--- src/rtl/msg_serializer.sv ---
// msg_serializer: accepts one parsed message per valid/ready handshake and replays
// it as 32-bit beats (earliest byte in the top lane) with keep/last/lost sidebands.
module msg_serializer #(
  parameter int MSG_BYTES = 37,
  parameter int CNT_W     = 16
) (
  input  logic                   clk,
  input  logic                   reset,
  // Leftmost bit is the MSB of byte 0, so the first byte on the wire is msgIn[top -: 8].
  input  logic [MSG_BYTES*8-1:0] msgIn,
  input  logic                   msgIn_val,
  output logic                   msgIn_ready,
  input  logic                   msgIn_lost,
  output logic [31:0]            dataOut,
  output logic [3:0]             dataOut_keep,
  output logic                   dataOut_val,
  input  logic                   dataOut_ready,
  output logic                   dataOut_last,
  output logic                   dataOut_lost,
  input  logic                   clearCounters,
  output logic [CNT_W-1:0]       msgCount,
  output logic [CNT_W-1:0]       lostCount
);

  localparam int MSG_W     = MSG_BYTES * 8;
  localparam int NUM_BEATS = (MSG_BYTES + 3) / 4;
  localparam int PAD_W     = NUM_BEATS * 32 - MSG_W;
  localparam int BUF_W     = NUM_BEATS * 32;
  localparam int IDX_W     = $clog2(NUM_BEATS);

  localparam logic [IDX_W-1:0] LAST_IDX  = IDX_W'(NUM_BEATS - 1);
  // Valid lanes in the final beat fill from bit 3 downward.
  localparam logic [3:0]       LAST_KEEP = 4'(4'hF << (NUM_BEATS * 4 - MSG_BYTES));

  typedef enum logic {
    IDLE = 1'b0,
    SEND = 1'b1
  } state_e;

  state_e             state_q, state_d;
  logic [IDX_W-1:0]   idx_q, idx_d;
  logic [MSG_W-1:0]   msg_q, msg_d;
  logic               lost_q, lost_d;
  logic [CNT_W-1:0]   msg_cnt_q, msg_cnt_d;
  logic [CNT_W-1:0]   lost_cnt_q, lost_cnt_d;

  logic               accept;
  logic               beat_fire;
  logic               last_beat;
  logic [BUF_W-1:0]   msg_padded;
  logic [31:0]        beat_data;

  assign accept     = msgIn_val && msgIn_ready;
  assign beat_fire  = dataOut_val && dataOut_ready;
  assign last_beat  = (idx_q == LAST_IDX);
  assign msg_padded = {msg_q, {PAD_W{1'b0}}};
  assign msgCount   = msg_cnt_q;
  assign lostCount  = lost_cnt_q;

  // ---------------------------------------------------------------------------
  // FSM: state register
  // ---------------------------------------------------------------------------
  // NOTE: sequential state uses non-blocking assignments so every flop samples
  // pre-edge values regardless of process ordering.
  always_ff @(posedge clk or posedge reset) begin
    if (reset) state_q <= IDLE;
    else       state_q <= state_d;
  end

  // FSM: next-state logic
  // NOTE: each combinational output gets a default first, so no path can
  // leave it unassigned and infer a latch.
  always_comb begin
    state_d = state_q;
    case (state_q)
      IDLE: if (accept) state_d = SEND;
      SEND: if (beat_fire && last_beat && !accept) state_d = IDLE;
      default: state_d = IDLE;
    endcase
  end

  // FSM: outputs. In IDLE every beat sideband is driven low.
  always_comb begin
    msgIn_ready  = 1'b0;
    dataOut_val  = 1'b0;
    dataOut      = '0;
    dataOut_keep = '0;
    dataOut_last = 1'b0;
    dataOut_lost = 1'b0;
    case (state_q)
      IDLE: msgIn_ready = 1'b1;
      SEND: begin
        // Combinational from dataOut_ready so a new message can follow gap-free.
        msgIn_ready  = last_beat && dataOut_ready;
        dataOut_val  = 1'b1;
        dataOut      = beat_data;
        dataOut_keep = last_beat ? LAST_KEEP : 4'hF;
        dataOut_last = last_beat;
        dataOut_lost = lost_q;
      end
      default: ;
    endcase
  end

  // ---------------------------------------------------------------------------
  // Beat selection from the held message
  // ---------------------------------------------------------------------------
  always_comb begin
    beat_data = '0;
    for (int k = 0; k < NUM_BEATS; k++) begin
      if (idx_q == IDX_W'(k)) beat_data = msg_padded[BUF_W-1-32*k -: 32];
    end
  end

  // ---------------------------------------------------------------------------
  // Held message, beat index and lost flag
  // ---------------------------------------------------------------------------
  always_comb begin
    idx_d  = idx_q;
    msg_d  = msg_q;
    lost_d = lost_q;
    if (accept) begin
      idx_d  = '0;
      msg_d  = msgIn;
      lost_d = msgIn_lost;
    end else if (beat_fire) begin
      idx_d = last_beat ? '0 : idx_q + 1'b1;
    end
  end

  always_ff @(posedge clk or posedge reset) begin
    if (reset) begin
      idx_q  <= '0;
      lost_q <= 1'b0;
    end else begin
      idx_q  <= idx_d;
      lost_q <= lost_d;
    end
  end

  // NOTE: the wide message register has no reset; its contents only reach the
  // outputs in SEND, which is entered solely through an accept that loads it.
  always_ff @(posedge clk) begin
    msg_q <= msg_d;
  end

  // ---------------------------------------------------------------------------
  // Saturating status counters; a clear still counts a same-edge accept.
  // ---------------------------------------------------------------------------
  always_comb begin
    msg_cnt_d  = msg_cnt_q;
    lost_cnt_d = lost_cnt_q;
    if (clearCounters) begin
      msg_cnt_d  = CNT_W'(accept);
      lost_cnt_d = CNT_W'(accept && msgIn_lost);
    end else begin
      if (accept && (msg_cnt_q != '1))                msg_cnt_d  = msg_cnt_q + 1'b1;
      if (accept && msgIn_lost && (lost_cnt_q != '1)) lost_cnt_d = lost_cnt_q + 1'b1;
    end
  end

  always_ff @(posedge clk or posedge reset) begin
    if (reset) begin
      msg_cnt_q  <= '0;
      lost_cnt_q <= '0;
    end else begin
      msg_cnt_q  <= msg_cnt_d;
      lost_cnt_q <= lost_cnt_d;
    end
  end

endmodule
--- config.mk ---
export PLATFORM = sky130hd
export DESIGN_NAME = msg_serializer
export DESIGN_NICKNAME = d
export VERILOG_FILES = /design/src/rtl/msg_serializer.sv
export SDC_FILE = /design/constraint.sdc
export NUM_CORES = 1
export LEC_CHECK = 0
export ABC_AREA = 1
export CAP_MARGIN = 5
export CORE_MARGIN = 10
export CORE_UTILIZATION = 45
export DETAILED_ROUTE_END_ITERATION = 12
export DONT_BUFFER_PORTS = 1
export GPL_TIMING_DRIVEN = 0
export PLACE_DENSITY = 0.62
export SYNTH_ARGS = -nofsm -noshare
export SYNTH_HDL_FRONTEND = slang
export SYNTH_SLANG_ARGS = --single-unit
--- constraint.sdc ---
create_clock -name clk -period 5.6 [get_ports clk]
set_input_delay 0 -clock clk [delete_from_list [all_inputs] [get_ports clk]]
set_output_delay 0 -clock clk [all_outputs]
set_load 0.03 [all_outputs]
# ---- Word level (Yosys, flattened, before mapping)
# Index checks and enable logic that the tools add are counted.
dict set report classes {
  addsub 3
  eq_ne 11
  muxes 27
  n_reduce_logical 13
  bitwise 1
}
# cell count
set ops {}
lappend ops {{2-to-1 mux 32 bit} 11}
lappend ops {{2-to-1 mux 16 bit} 4}
lappend ops {{adder 16 x 1 -> 16 bit, second input constant} 2}
lappend ops {{inequality test 16 bit, second input constant} 2}
lappend ops {{== test 4 x 3 -> 1 bit, second input constant} 4}
lappend ops {{2-to-1 mux 4 bit} 4}
lappend ops {{== test 4 x 2 -> 1 bit, second input constant} 2}
lappend ops {{== test 4 bit, second input constant} 2}
lappend ops {{logical AND 1 bit} 8}
lappend ops {{nonzero test 2 bit} 3}
lappend ops {{2-to-1 mux 1 bit} 5}
lappend ops {{adder 4 x 1 -> 4 bit, second input constant} 1}
lappend ops {{== test 4 x 1 -> 1 bit, second input constant} 1}
lappend ops {{zero test 4 bit} 1}
lappend ops {{one-hot mux 1 bit (2 select lines)} 2}
lappend ops {{2-to-1 mux 3 bit} 1}
lappend ops {{zero test 1 bit} 1}
lappend ops {{inverter 1 bit} 1}
dict set report word_totals {
  reg_bits 334
  elab_cells 61
  inputBits 302
}

# ---- Logic depth before layout (Yosys ltp)
dict set report depth {
  word_depth 12
  mapped_depth 13
}

# ---- Worst setup path before layout
# OpenSTA, ideal clock, no wires.
dict set report synth_timing {
  path_kind {register to register}
  from {register idx_q[3]}
  to {register msg_q[0] (enable)}
  n_path_buf 1
  setup_slack_ps 696
  required_time_ps 4269
  path_stages_with_launch 8
  arrival_ps 3572
  cell_sequence {dfrtp_1 buf_4 nand2_2 nor2_4 nand2_2 nand2_4 nand2_4 clkinv_2}
}
dict set report synth_via {
  elab_chain_len 4
}
# item line_no
set synth_lines {}
lappend synth_lines {{start: declaration} 41} ;# logic [IDX_W-1:0] idx_q, idx_d;
lappend synth_lines {{start signal: assignment} 136} ;# idx_q <= idx_d;
lappend synth_lines {{== test 4 bit} 55} ;# assign last_beat = (idx_q == LAST_IDX);
lappend synth_lines {{logical AND 1 bit} 94} ;# msgIn_ready = last_beat && dataOut_ready;
lappend synth_lines {{one-hot mux 1 bit (2 select lines)} 90} ;# case (state_q)
lappend synth_lines {{named net msgIn_ready} 12} ;# output logic msgIn_ready,
lappend synth_lines {{logical AND 1 bit} 53} ;# assign accept = msgIn_val && msgIn_ready;
lappend synth_lines {{named net accept} 47} ;# logic accept;
lappend synth_lines {{end signal: assignment} 144} ;# msg_q <= msg_d;
lappend synth_lines {{end: declaration} 42} ;# logic [MSG_W-1:0] msg_q, msg_d;
# The timed path passes the listed nets, and every way through them passes these cells.
# A chain may end at the register's enable or synchronous reset.

# ---- Final worst setup path
dict set report layout_timing {
  from {register state_q}
  to {output dataOut[13]}
}
dict set report layout_via {
  elab_chain_len 1
}
# item line_no
set layout_lines {}
lappend layout_lines {{start: declaration} 40} ;# state_e state_q, state_d;
lappend layout_lines {{start signal: assignment} 67} ;# else state_q <= state_d;
lappend layout_lines {{2-to-1 mux 32 bit} 90}
lappend layout_lines {{end: declaration} 14} ;# output logic [31:0] dataOut,
# No other way between the ends.

==> results.sh <==
export IMPL_worstPathArrival_ns=3.61
export IMPL_async_flop_share_pct=11.38
export IMPL_synth_most_common_cell="nand2_1"
export IMPL_grt_first_pass_wirelength_um=69460
export IMPL_worst_pin_slew_ns=0.9736
export IMPL_yosysTopAreaCellShare_pct=63.72
export IMPL_cts_tree="done"
export IMPL_period_needed_ns=3.606
export IMPL_dp_hpwl_um=29770
export IMPL_status="complete, no violations"
export IMPL_leakage_nw=7.145
export IMPL_fp_row_count=64
export IMPL_p_int_w=0.004784
export IMPL_hold_buffers=303
export IMPL_synth_top_family_by_area="simple AND/OR/NAND/NOR gates"
export IMPL_drtIter0Drc=841
export IMPL_ys_seq_area_share_pct=70.54
export IMPL_synth_xor_area_share_pct=1.256
export IMPL_power_density_nw_per_um2=413.2
export IMPL_ys_types=31
export IMPL_synth_simple_gate_area_share_pct=21.73
export IMPL_reg2reg_depth=4
export IMPL_clock_sinks=334
export IMPL_synth_top_cell_by_area="edfxtp_1"
export IMPL_synth_area_mux_share_pct=0
export IMPL_rsz0062_at_grt="no"
export IMPL_io_pins=374
export IMPL_swShare_pct=38.15
export IMPL_clk_path_buf_depth=3
export IMPL_grt_pass1_vias=11590
export IMPL_cts_setup_buffers=0
export IMPL_drv_slew=0
export IMPL_power_switching_w=0.002952
export IMPL_antenna_found_initial=10
export IMPL_grt_max_degree=176
export IMPL_drtPass1Iterations=5
export IMPL_path_clk_slew_ns=0.06
export IMPL_synth_commonest_cells="301 x nand2_1, 296 x edfxtp_1, 153 x nor2_1"
export IMPL_yosys_warnings=0
export IMPL_remaining_drc_errors=0
export IMPL_postCtsResizedCells=0
export IMPL_ant_nets=0
export IMPL_r2r_setup_slack_ns=2.66
export IMPL_area_growth_pct=34.21
export IMPL_r2r_end="msg_q[68]"
export IMPL_ys_ff_latch=334
export IMPL_grt_ovfl_total=0
export IMPL_num_vias=10870
export IMPL_die_area_um2=38440
export IMPL_finalHoldViolCount=0
export IMPL_die_y_um=196.1
export IMPL_r2r_start="state_q"
export IMPL_hold_path_depth=1
export IMPL_relSlewSlack_pct=35.09
export IMPL_numCtsBuffers=37
export IMPL_synthAdderAreaFrac_pct=0.1794
export IMPL_worstHoldStart="msgIn[26]"
export IMPL_detail_route_wirelength_um=46400
export IMPL_fill_cells=2345
export IMPL_h_tree_depth=2
export IMPL_whs_endpoint="msg_q[26]"
export IMPL_setup_viol=0
export IMPL_hold_path_class="in -> reg"
export IMPL_p_comb_share_pct=31.9
export IMPL_fin_area_um2=18720
export IMPL_final_util_pct=61.20
export IMPL_io_buffers=0
export IMPL_ff_latch_area_um2=9839
export IMPL_synth_compound_gate_area_share_pct=2.027
export IMPL_required_ns=5.60
export IMPL_wl_per_cell_um=22.93
export IMPL_gp_congestion=0.8899
export IMPL_ir_drop_mv=0.3169
export IMPL_core_area_um2=30590
export IMPL_max_freq_mhz=277.3
export IMPL_critPathKind="reg -> out"
export IMPL_layout_drive_gt1_share_pct=6.671
export IMPL_synth_area_leaders="edfxtp_1 64%, nand2_1 8.1%, dfrtp_1 6.8%"
export IMPL_fin_crit_sh_pct=64.39
export IMPL_crit_path_end_kind="primary output"
export IMPL_crit_fanout=12
export IMPL_die_w_um=196.1
export IMPL_syn_area_um2=13950
export IMPL_clock_latency_ns=0.54
export IMPL_multi_input_area_um2=3518
export IMPL_p_seq_share_pct=37.4
export IMPL_synth_edf_count=296
export IMPL_cts_root_buf="clkbuf_16"
export IMPL_syn_inst=1248
export IMPL_worstSetupStartpointType="flop"
export IMPL_yosys_most_used_dff="edfxtp_1"
export IMPL_drv_cap=0
export IMPL_post_drt_via_cell_ratio=5.373
export IMPL_grt_util_all_layers_pct=23.44
export IMPL_clock_skew_ns=0.02150
export IMPL_nets=1896
export IMPL_syn_avg_cell_area_um2=11.18
export IMPL_power_frac_clock_pct=30.7
export IMPL_placed_area_um2=14500
export IMPL_initial_core_util_pct=45.60
export IMPL_totalPowerFinal_w=0.007736
export IMPL_synth_nets=1552
==> power groups by stage <==
stage                     registers [W]  clock network (W)  logic (W)
final                           0.00289            0.00237    0.00247
after global routing            0.00290            0.00251    0.00269
after CTS                       0.00289            0.00239    0.00245
after detailed placement        0.00294                  0    0.00226
after global placement          0.00296                  0    0.00224
after floorplan                 0.00295                  0    0.00161
==> cell usage in the layout, fill, tap and decap left out, types with 38 or more instances in the layout <==
cell,Yosys,layout
nor2_1,153,153
nand4_1,50,50
dfrtp_1,38,38
edfxtp_1,296,296
nand3_1,145,145
nand2_1,301,301
inv_1,89,88
dlygate4sd3_1,0,303
clkbuf_16,0,38
clkbuf_1,29,39
==> layout make-up <==
class / instances / area share [%]
tap: 396 / 2.647
timing repair buffer: 305 / 16.41
multi-input combinational: 767 / 18.79
buffer: 50 / 1.230
antenna: 9 / 0.1203
sequential: 334 / 52.56
clock buffer: 49 / 5.354
inverter: 97 / 2.012
clock inverter: 17 / 0.8755
==> kinds of logic (layout without fill, tap and decap cells) <==
| group | Yosys count | after routing |
|---|---|---|
| simple gates | 691 | 691 |
| flops | 334 | 334 |
| buf+inv | 147 | 518 |
| compound gates | 54 | 54 |
| xor+xnor | 20 | 20 |
| fa+ha+maj | 2 | 2 |
| other cells | 0 | 9 |
==> registers in the layout, indices dropped and copies added, names as in the netlist <==
register   count
msgCount      16
lost_q         1
lostCount     16
idx_q          4
msg_q        296
state_q        1
==> routing by layer <==
layer | track usage (%) | share of wire [%] | up-vias
li1 | - | - | 4981
met1 | 26.60 | 36 | 5205
met2 | 40.64 | 51 | 583
met3 | 6.735 | 9.0 | 103
met4 | 9.615 | 3.3 | 2
met5 | 0 | 0.022 | -
==> through the flow <==
| stage | cells | setup TNS, ns | worst slack, ns | hold WS, ns |
|---|---|---|---|---|
| 2_1_floorplan | 1248 | 0 | 0.6964 | 0.09887 |
| 3_3_place_gp | 1644 | -319.93 | -1.046 | 0.09895 |
| 3_5_place_dp | 1646 | 0 | 2.516 | 0.09894 |
| 4_1_cts | 2015 | 0 | 1.939 | 0.06133 |
| 5_1_grt | 2024 | 0 | 1.744 | 0.06365 |
| 6_report | 2024 | 0 | 1.994 | 0.08248 |
==> worst max-delay path by stage <==
stage | startpoint | end | slack, ns | cells after the start
2_1_floorplan | idx_q[3] | msg_q[0] | 0.70 | 7
3_3_place_gp | state_q | msg_q[3] | -1.05 | 3
3_5_place_dp | state_q | dataOut[19] | 2.52 | 5
4_1_cts | state_q | dataOut[19] | 1.94 | 5
5_1_grt | state_q | dataOut[13] | 1.74 | 5
6_report | state_q | dataOut[13] | 1.99 | 5
==> critical path: stages, from the launching register on <==
cell and delay [ns]:
dfrtp_1 0.74, inv_1 0.15, nor2_1 0.57, clkbuf_1 0.73, o21ai_0 0.27, nor2_1 0.61
(Power assumes the default switching activity.)
